$ cat config.mk
export PLATFORM = sky130hd
export DESIGN_NAME = mux_nto1_pipe
export DESIGN_NICKNAME = d
export VERILOG_FILES = /design/src/rtl/mux_nto1_pipe.sv
export SDC_FILE = /design/constraint.sdc
export NUM_CORES = 1
export LEC_CHECK = 0
export BUFFER_PORTS_ARGS = -buffer_cell sky130_fd_sc_hd__buf_2
export CELL_PAD_IN_SITES_DETAIL_PLACEMENT = 1
export CELL_PAD_IN_SITES_GLOBAL_PLACEMENT = 2
export CORE_UTILIZATION = 30
export CTS_BUF_LIST = sky130_fd_sc_hd__clkbuf_4
export DETAILED_ROUTE_END_ITERATION = 12
export PLACE_DENSITY_LB_ADDON = 0.2
export SLEW_MARGIN = 20
export SYNTH_ARGS = -nofsm -noshare
export SYNTH_HDL_FRONTEND = slang
export SYNTH_SLANG_ARGS = --single-unit
$ cat constraint.sdc
create_clock -name Clk -period 3.57 [get_ports Clk]
set_input_delay 0 -clock Clk [delete_from_list [all_inputs] [get_ports Clk]]
set_output_delay 0 -clock Clk [all_outputs]
set_load 0.01 [all_outputs]
$ cat src/rtl/mux_nto1_pipe.sv
// N-input operand-select mux: 1-cycle registered output, valid/ready with a 2-entry skid; in_ready is registered (no out_ready path).
// Optional saturating out-of-range counter on err_count when MUX_NTO1_PIPE_SEL_ERR_CNT_EN is defined.
module mux_nto1_pipe #(
  parameter int              WIDTH       = 32,
  parameter int              NUM_IN      = 5,
  parameter int              SEL_W       = 3,
  parameter logic [WIDTH-1:0] DEFAULT_VAL = '0
) (
  input  logic                    Clk,
  input  logic                    Reset,
  input  logic [NUM_IN*WIDTH-1:0] in_data,
  input  logic [SEL_W-1:0]        sel,
  input  logic                    in_valid,
  output logic                    in_ready,
  output logic [WIDTH-1:0]        out_data,
  output logic                    out_sel_err,
  output logic                    out_valid,
  input  logic                    out_ready
`ifdef MUX_NTO1_PIPE_SEL_ERR_CNT_EN
  ,
  output logic [15:0]             err_count
`endif
);

  typedef enum logic [1:0] {ST_EMPTY, ST_ONE, ST_FULL} state_t;

  state_t             state_q, state_d;
  logic [WIDTH-1:0]   main_dat_q, main_dat_d;
  logic               main_err_q, main_err_d;
  logic [WIDTH-1:0]   skid_dat_q, skid_dat_d;
  logic               skid_err_q, skid_err_d;
  logic               in_rdy_q, in_rdy_d;

  logic [31:0]        sel_ext;
  logic [WIDTH-1:0]   sel_dat;
  logic               sel_err;
  logic               accept;
  logic               xfer;

  assign sel_ext = 32'(sel);

  // Any select that matches no input falls through to DEFAULT_VAL with the error flag.
  always_comb begin
    sel_dat = DEFAULT_VAL;
    sel_err = 1'b1;
    for (int k = 0; k < NUM_IN; k++) begin
      if (sel_ext == 32'(k)) begin
        sel_dat = in_data[k*WIDTH +: WIDTH];
        sel_err = 1'b0;
      end
    end
  end

  assign accept = in_valid && in_rdy_q;
  assign xfer   = (state_q != ST_EMPTY) && out_ready;

  always_comb begin
    state_d    = state_q;
    main_dat_d = main_dat_q;
    main_err_d = main_err_q;
    skid_dat_d = skid_dat_q;
    skid_err_d = skid_err_q;
    case (state_q)
      ST_EMPTY: begin
        if (accept) begin
          state_d    = ST_ONE;
          main_dat_d = sel_dat;
          main_err_d = sel_err;
        end
      end
      ST_ONE: begin
        if (accept && xfer) begin
          main_dat_d = sel_dat;
          main_err_d = sel_err;
        end else if (accept) begin
          state_d    = ST_FULL;
          skid_dat_d = sel_dat;
          skid_err_d = sel_err;
        end else if (xfer) begin
          state_d    = ST_EMPTY;
        end
      end
      ST_FULL: begin
        if (xfer) begin
          state_d    = ST_ONE;
          main_dat_d = skid_dat_q;
          main_err_d = skid_err_q;
        end
      end
      default: state_d = ST_EMPTY;
    endcase
  end

  assign in_rdy_d = (state_d != ST_FULL);

  always_ff @(posedge Clk or negedge Reset) begin
    if (!Reset) begin
      state_q    <= ST_EMPTY;
      main_dat_q <= '0;
      main_err_q <= 1'b0;
      skid_dat_q <= '0;
      skid_err_q <= 1'b0;
      in_rdy_q   <= 1'b0;
    end else begin
      state_q    <= state_d;
      main_dat_q <= main_dat_d;
      main_err_q <= main_err_d;
      skid_dat_q <= skid_dat_d;
      skid_err_q <= skid_err_d;
      in_rdy_q   <= in_rdy_d;
    end
  end

  assign in_ready    = in_rdy_q;
  assign out_valid   = (state_q != ST_EMPTY);
  assign out_data    = main_dat_q;
  assign out_sel_err = main_err_q;

`ifdef MUX_NTO1_PIPE_SEL_ERR_CNT_EN
  logic [15:0] err_cnt_q, err_cnt_d;

  // Counted at accept so a stalled beat is not missed or double counted.
  assign err_cnt_d = (accept && sel_err && (err_cnt_q != 16'hFFFF)) ? err_cnt_q + 16'd1 : err_cnt_q;

  always_ff @(posedge Clk or negedge Reset) begin
    if (!Reset) begin
      err_cnt_q <= '0;
    end else begin
      err_cnt_q <= err_cnt_d;
    end
  end

  assign err_count = err_cnt_q;
`endif

endmodule
Yosys cells after proc, flatten, opt, wreduce, memory -nomap -nowiden
Index checks and enable logic that the tools add are counted.

Register bits after elaboration: 69. Bits of input ports: 167. Output and inout bits: 35. Logic and storage cells: 50.

Equality and inequality tests: 10. Muxes and demuxes: 24. Bitwise gates (word level): 1. Reduce and logical (&&, ||, !) cells: 9.

Operators by type and width (number): $mux 32 (8); $pmux 32 s3 (1); $logic_not 32->1 (1); $mux 2 (5); $mux 1 (8); $ne 2x2->1 const B (4); $eq 3x2->1 const B (2); $pmux 2 s3 (1); $reduce_and 4->1 (1); $eq 3x1->1 const B (1); $eq 3x3->1 const B (1); $logic_and 1x1->1 (3); $pmux 1 s3 (1); $reduce_and 3->1 (1); $reduce_bool 3->1 (1); $eq 2x1->1 const B (1); $eq 2x2->1 const B (1); $logic_not 2->1 (1); $reduce_bool 2->1 (1); $not 1->1 (1).

Depth between registers and ports, before layout
Depth after elaboration: 8. Gate-level depth with buffers: 7. Depth with buffers taken out: 4.

Worst setup path after synthesis
OpenSTA, ideal clock, no wires.

Kind: flip-flop to flip-flop. Start point: register state_q[1]. End point: register main_dat_q[14] (netlist: out_data[14]). Library setup time: 0.122 ns. Arrival: 1.410 ns. Required time: 3.448 ns. Slack: 2.039 ns. Cell stages (with the launch flop): 7. Path buffers: 2. Period minus slack after synthesis: 1.531 ns. Cells stage by stage: dfrtp_1 > and2b_4 > and2_1 > buf_2 > buf_6 > a21o_1 > a32o_1.

Cells in the longest elaborated chain, start to end: 5. Elaborated cells on any way between the ends: 12. Classes of those cells: eq/ne: 5; mux: 1; reduce/logical: 6.

Ends and longest elaborated chain: start: declaration (line 27) `state_t state_q, state_d;`; start signal: assignment (line 105) `state_q <= state_d;`; $reduce_bool 2->1 (line 55) `assign xfer = (state_q != ST_EMPTY) && out_ready;`; $logic_and 1x1->1 (line 55); $logic_and 1x1->1 (line 72) `if (accept && xfer) begin`; $ne 2x2->1 (no source line); $reduce_and 4->1 (no source line); end signal: assignment (line 106) `main_dat_q <= main_dat_d;`; end: declaration (line 28) `logic [WIDTH-1:0] main_dat_q, main_dat_d;`.

Several ways; a longest one is shown, not always the timed one. A chain may end at the register's enable or synchronous reset.

Worst setup path after layout
Start point: register state_q[1]. End point: register main_err_q (netlist: out_sel_err).

Cells in the longest elaborated chain, start to end: 5. Elaborated cells on any way between the ends: 12. Classes of those cells: eq/ne: 5; mux: 1; reduce/logical: 6.

Ends and longest elaborated chain: $reduce_bool 2->1 (line 55); $logic_and 1x1->1 (line 55); $logic_and 1x1->1 (line 72); $ne 2x2->1 (no source line); $reduce_and 4->1 (no source line); end signal: assignment (line 107) `main_err_q <= main_err_d;`; end: declaration (line 29) `logic main_err_q, main_err_d;`.

Several ways; a longest one is shown, not always the timed one.

==> results_tabular.tex <==
\begin{tabular}{lr}
\hline
Metric & Value \\
\hline
\multicolumn{2}{l}{\textbf{Outcome}} \\
Outcome & completed \\
\multicolumn{2}{l}{\textbf{Setup path}} \\
Worst Setup End Kind & register \\
Data required time at the worst endpoint & 3.88 ns \\
Largest incremental delay on the critical path & 0.71 ns \\
Sort of element at the start of the critical path & register \\
Critical-path cell list & and2b\_4 > and2\_1 > nor2\_4 > mux2\_2 \\
Depth of the most critical reg-to-reg path & 4 \\
Beginning of the worst register-to-register path & state\_q[1]\$\_DFF\_PN0\_ \\
Top cell family by delay on the critical path & simple AND/OR/NAND/NOR gates \\
Data arrival at the endpoint of the critical path & 2.55 ns \\
Library cell contributing the largest single delay on the critical path & nor2\_4 \\
Worst Path Buf+Inv & 0 \\
CP Max Fanout & 33 \\
Critical path class & register to register \\
Internal reg-to-reg setup slack & 1.33 ns \\
Reg2Reg Capture Point & out\_sel\_err\$\_DFFE\_PN0P\_ \\
\multicolumn{2}{l}{\textbf{Hold path}} \\
Hold/Removal Path Class & primary input to register \\
Hold depth & 5 \\
Hold EP & out\_data[27]\$\_DFFE\_PN0P\_ \\
Critical hold path startpoint & in\_data[27] \\
\multicolumn{2}{l}{\textbf{Floorplan}} \\
Placement Rows & 43 \\
Area enclosed by the die boundary & 15200 um2 \\
Height of the die & 123 um \\
Number of top-level pins & 202 \\
Floorplan core area & 14100 um2 \\
Horizontal die dimension & 123 um \\
Starting density of the core & 0.313 \\
\multicolumn{2}{l}{\textbf{Power}} \\
Worst supply voltage drop on vdd & 178 uV \\
Total power after layout & 3.16 mW \\
Switching share of power & 0.379 \\
Int Power & 1.96 mW \\
Power density cells & 535 nW/um2 \\
Logic gate share of total power & 0.415 \\
Clock power share & 0.157 \\
Flop pwr share & 0.429 \\
P\_sw & 1.20 mW \\
Static Leak & 2.98 nW \\
\multicolumn{2}{l}{\textbf{Yosys}} \\
Gate count of the mapped netlist & 447 \\
Number of warnings issued by yosys & 0 \\
Combined area of all synthesized cells & 4410 um2 \\
Flops \& latches, synth & 69 \\
Portion of synthesized cell area occupied by the leading cell type & 0.391 \\
Mapped Nets & 614 \\
Top cells by area in the synthesized netlist & dfrtp\_1, mux2i\_1, nor2\_1 \\
Most used DFF post-synth & dfrtp\_1 \\
Unique cell type count in the Yosys netlist & 38 \\
Async SR Flop Fraction & 1.00 \\
Avg Synthesized Cell Area & 9.87 um2 \\
EDFF count, synth & 0 \\
Sequential cell area fraction in the yosys report & 0.391 \\
Leading area contributor after synthesis & dfrtp\_1 \\
\multicolumn{2}{l}{\textbf{Global routing}} \\
Wire length of the first global-routing pass & 24.5 mm \\
Top Usage Layer GRT & met2 \\
All-layer global routing usage & 0.212 \\
Grt ovf & 0 \\
Pin count of the biggest net entering global routing & 70 \\
Met1 usage in global routing & 0.281 \\
Antenna violations before repair & 0 \\
Via count of the first global-routing pass & 4782 \\
Met3 layer usage reported by global route & 0.0351 \\
Met2 track demand over resource in global routing & 0.354 \\
\multicolumn{2}{l}{\textbf{Drt}} \\
Count of unresolved DRC violations after routing & 0 \\
Routed Wire Length & 15.6 mm \\
Average routed wire per standard cell & 18.5 um \\
Mean number of vias per cell & 5.27 \\
DR vias & 4426 \\
Post-route antenna net violation count & 0 \\
Detailed-router iteration count before antenna repair & 4 \\
Violation count after the first detailed-routing iteration & 168 \\
\multicolumn{2}{l}{\textbf{Timing}} \\
Setup violators final & 0 \\
Worst relative slew slack & 0.309 \\
Number of hold-slack violations in the final timing report & 0 \\
Post-Route Hold Slack & 0.0549 ns \\
Count of final max-slew check failures & 0 \\
RSZ-0062 raised after global routing & no \\
Setup TNS Final & 0 ns \\
Worst Clk Skew & 0.0178 ns \\
Part of the cycle the worst path needs & 0.629 \\
Transition time at the pin with the least slew margin & 1.04 ns \\
Highest attainable clock frequency & 445 MHz \\
Final min period & 2.24 ns \\
\multicolumn{2}{l}{\textbf{Layout}} \\
Share of post-route cells with drive strength above 1 & 0.382 \\
Area growth, synth to finish & 33.9\% \\
Final core area utilization & 0.419 \\
Number of nets in the layout & 823 \\
Antenna cells & 0 \\
Final standard cell count with taps included and fillers excluded & 840 \\
\multicolumn{2}{l}{\textbf{CTS}} \\
Maximum buffer depth of the clock tree & 2 \\
Root buffer cell & clkbuf\_4 \\
Number of clock sinks & 69 \\
Htree depth & 3 \\
Clk slew on worst S/H paths & 0.12 ns \\
Setup fix buffers added after clock tree synthesis & 0 \\
Clk Latency, worst-skew pair & 0.42 ns \\
CTS Hold Bufs & 35 \\
Clock tree from TritonCTS & built \\
Clock buffer count from CTS & 9 \\
CTS resizes & 0 \\
\multicolumn{2}{l}{\textbf{Place}} \\
Number of placed instances with taps included & 790 \\
Placed wire-length estimate after detailed placement & 10.8 mm \\
Count of buffers inserted at the top-level ports & 201 \\
Routability congestion estimate & 0.725 \\
\multicolumn{2}{l}{\textbf{Job}} \\
Number of max-cap violations & 0 \\
\hline
\end{tabular}
placed cells by master (no fill, tap or decap), types with 2 or more instances in the layout:
cell	synthesis	routed
mux2_2	5	5
o21ai_0	3	3
dfrtp_1	69	69
nand2b_1	3	3
a221oi_1	8	8
nor3_1	5	5
a32o_1	6	6
a22o_1	21	21
clkinv_2	0	2
mux4_2	2	2
buf_4	5	6
inv_1	2	2
o22ai_1	6	6
or2_2	11	11
mux2i_1	43	43
a21o_1	7	7
dlygate4sd3_1	0	35
clkbuf_4	0	9
mux2_4	4	4
buf_2	19	199
a2bb2oi_1	21	21
nand2_1	37	36
nor2_2	6	5
clkinv_1	0	2
a21oi_1	3	3
o31ai_1	16	16
o2bb2ai_1	26	26
nor2b_1	2	2
nor4bb_1	9	9
o221ai_1	16	16
nor2_1	65	65
how the worst max path moves through the flow:
stage / startpoint / to / slack [ns] / depth (start not counted)
global route: state_q[1]$_DFF_PN0_ / out_sel_err$_DFFE_PN0P_ / 1.20 / 4
CTS: state_q[1]$_DFF_PN0_ / out_sel_err$_DFFE_PN0P_ / 1.27 / 4
global placement: state_q[1]$_DFF_PN0_ / out_sel_err$_DFFE_PN0P_ / 1.32 / 4
finish: state_q[1]$_DFF_PN0_ / out_sel_err$_DFFE_PN0P_ / 1.33 / 4
detailed placement: state_q[1]$_DFF_PN0_ / out_sel_err$_DFFE_PN0P_ / 1.30 / 4
floorplan: state_q[1]$_DFF_PN0_ / out_data[14]$_DFFE_PN0P_ / 2.04 / 6
worst reg2reg max path, cell delays in order (launching register included):
cell,delay (ns)
dfrtp_1,0.47
and2b_4,0.31
and2_1,0.24
nor2_4,0.71
mux2_2,0.43
sequential cells by signal, indices dropped and copies added, names as in the netlist:
name and cells:
out_data 32, skid_dat_q 32, out_sel_err 1, skid_err_q 1, state_q 2, in_ready 1
synthesized netlist by cell type (6+ instances only):
cell type,number
dfrtp_1,69
nor2_1,65
mux2i_1,43
nand2_1,37
o2bb2ai_1,26
a22o_1,21
a2bb2oi_1,21
buf_2,19
o221ai_1,16
o31ai_1,16
clkbuf_1,11
or2_2,11
nor4bb_1,9
a221oi_1,8
a21o_1,7
buf_6,7
a32o_1,6
nor2_2,6
o22ai_1,6
power groups by stage:
stage | Combinational, mW | Clock [mW] | Sequential, mW
after floorplan | 0.708 | 0 | 1.41
after global placement | 1.25 | 0 | 1.35
after detailed placement | 1.30 | 0 | 1.37
after CTS | 1.33 | 0.514 | 1.35
after global routing | 1.45 | 0.546 | 1.40
final | 1.31 | 0.496 | 1.36
metrics by stage:
| step | setup slack (ns) | area, um2 |
|---|---|---|
| CTS | 1.27 | 5910 |
| detailed placement | 1.30 | 5440 |
| global placement | 1.32 | 5430 |
| finish | 1.33 | 5910 |
| floorplan | 2.04 | 4410 |
| global route | 1.20 | 5910 |
kinds of logic (layout without fill, tap and decap cells):
logic type / count (synthesis) / in the layout / synth area share
AO/OA/AOI/OAI: 134 / 134 / 0.254
flip-flops: 69 / 69 / 0.391
AND/OR/NAND/NOR: 145 / 145 / 0.159
multiplexers: 55 / 55 / 0.137
buffers and inverters: 44 / 257 / 0.0590
layout make-up:
| class | instances | area, um2 |
|---|---|---|
| flip-flops and latches | 69 | 1730 |
| inverters | 2 | 7.51 |
| fillers | 1695 | 8190 |
| clock inverters | 6 | 55.1 |
| well taps | 180 | 225 |
| clock buffers | 9 | 67.6 |
| multi-input cells | 334 | 2430 |
| repair buffers | 240 | 1390 |
metal layers:
layer  wire, um  vias to the layer above
met5          0                        -
met4        179                        0
met3        527                       15
met2       7720                       99
met1       7130                     2206
li1           -                     2106
Power figures use the tool's default switching activity.
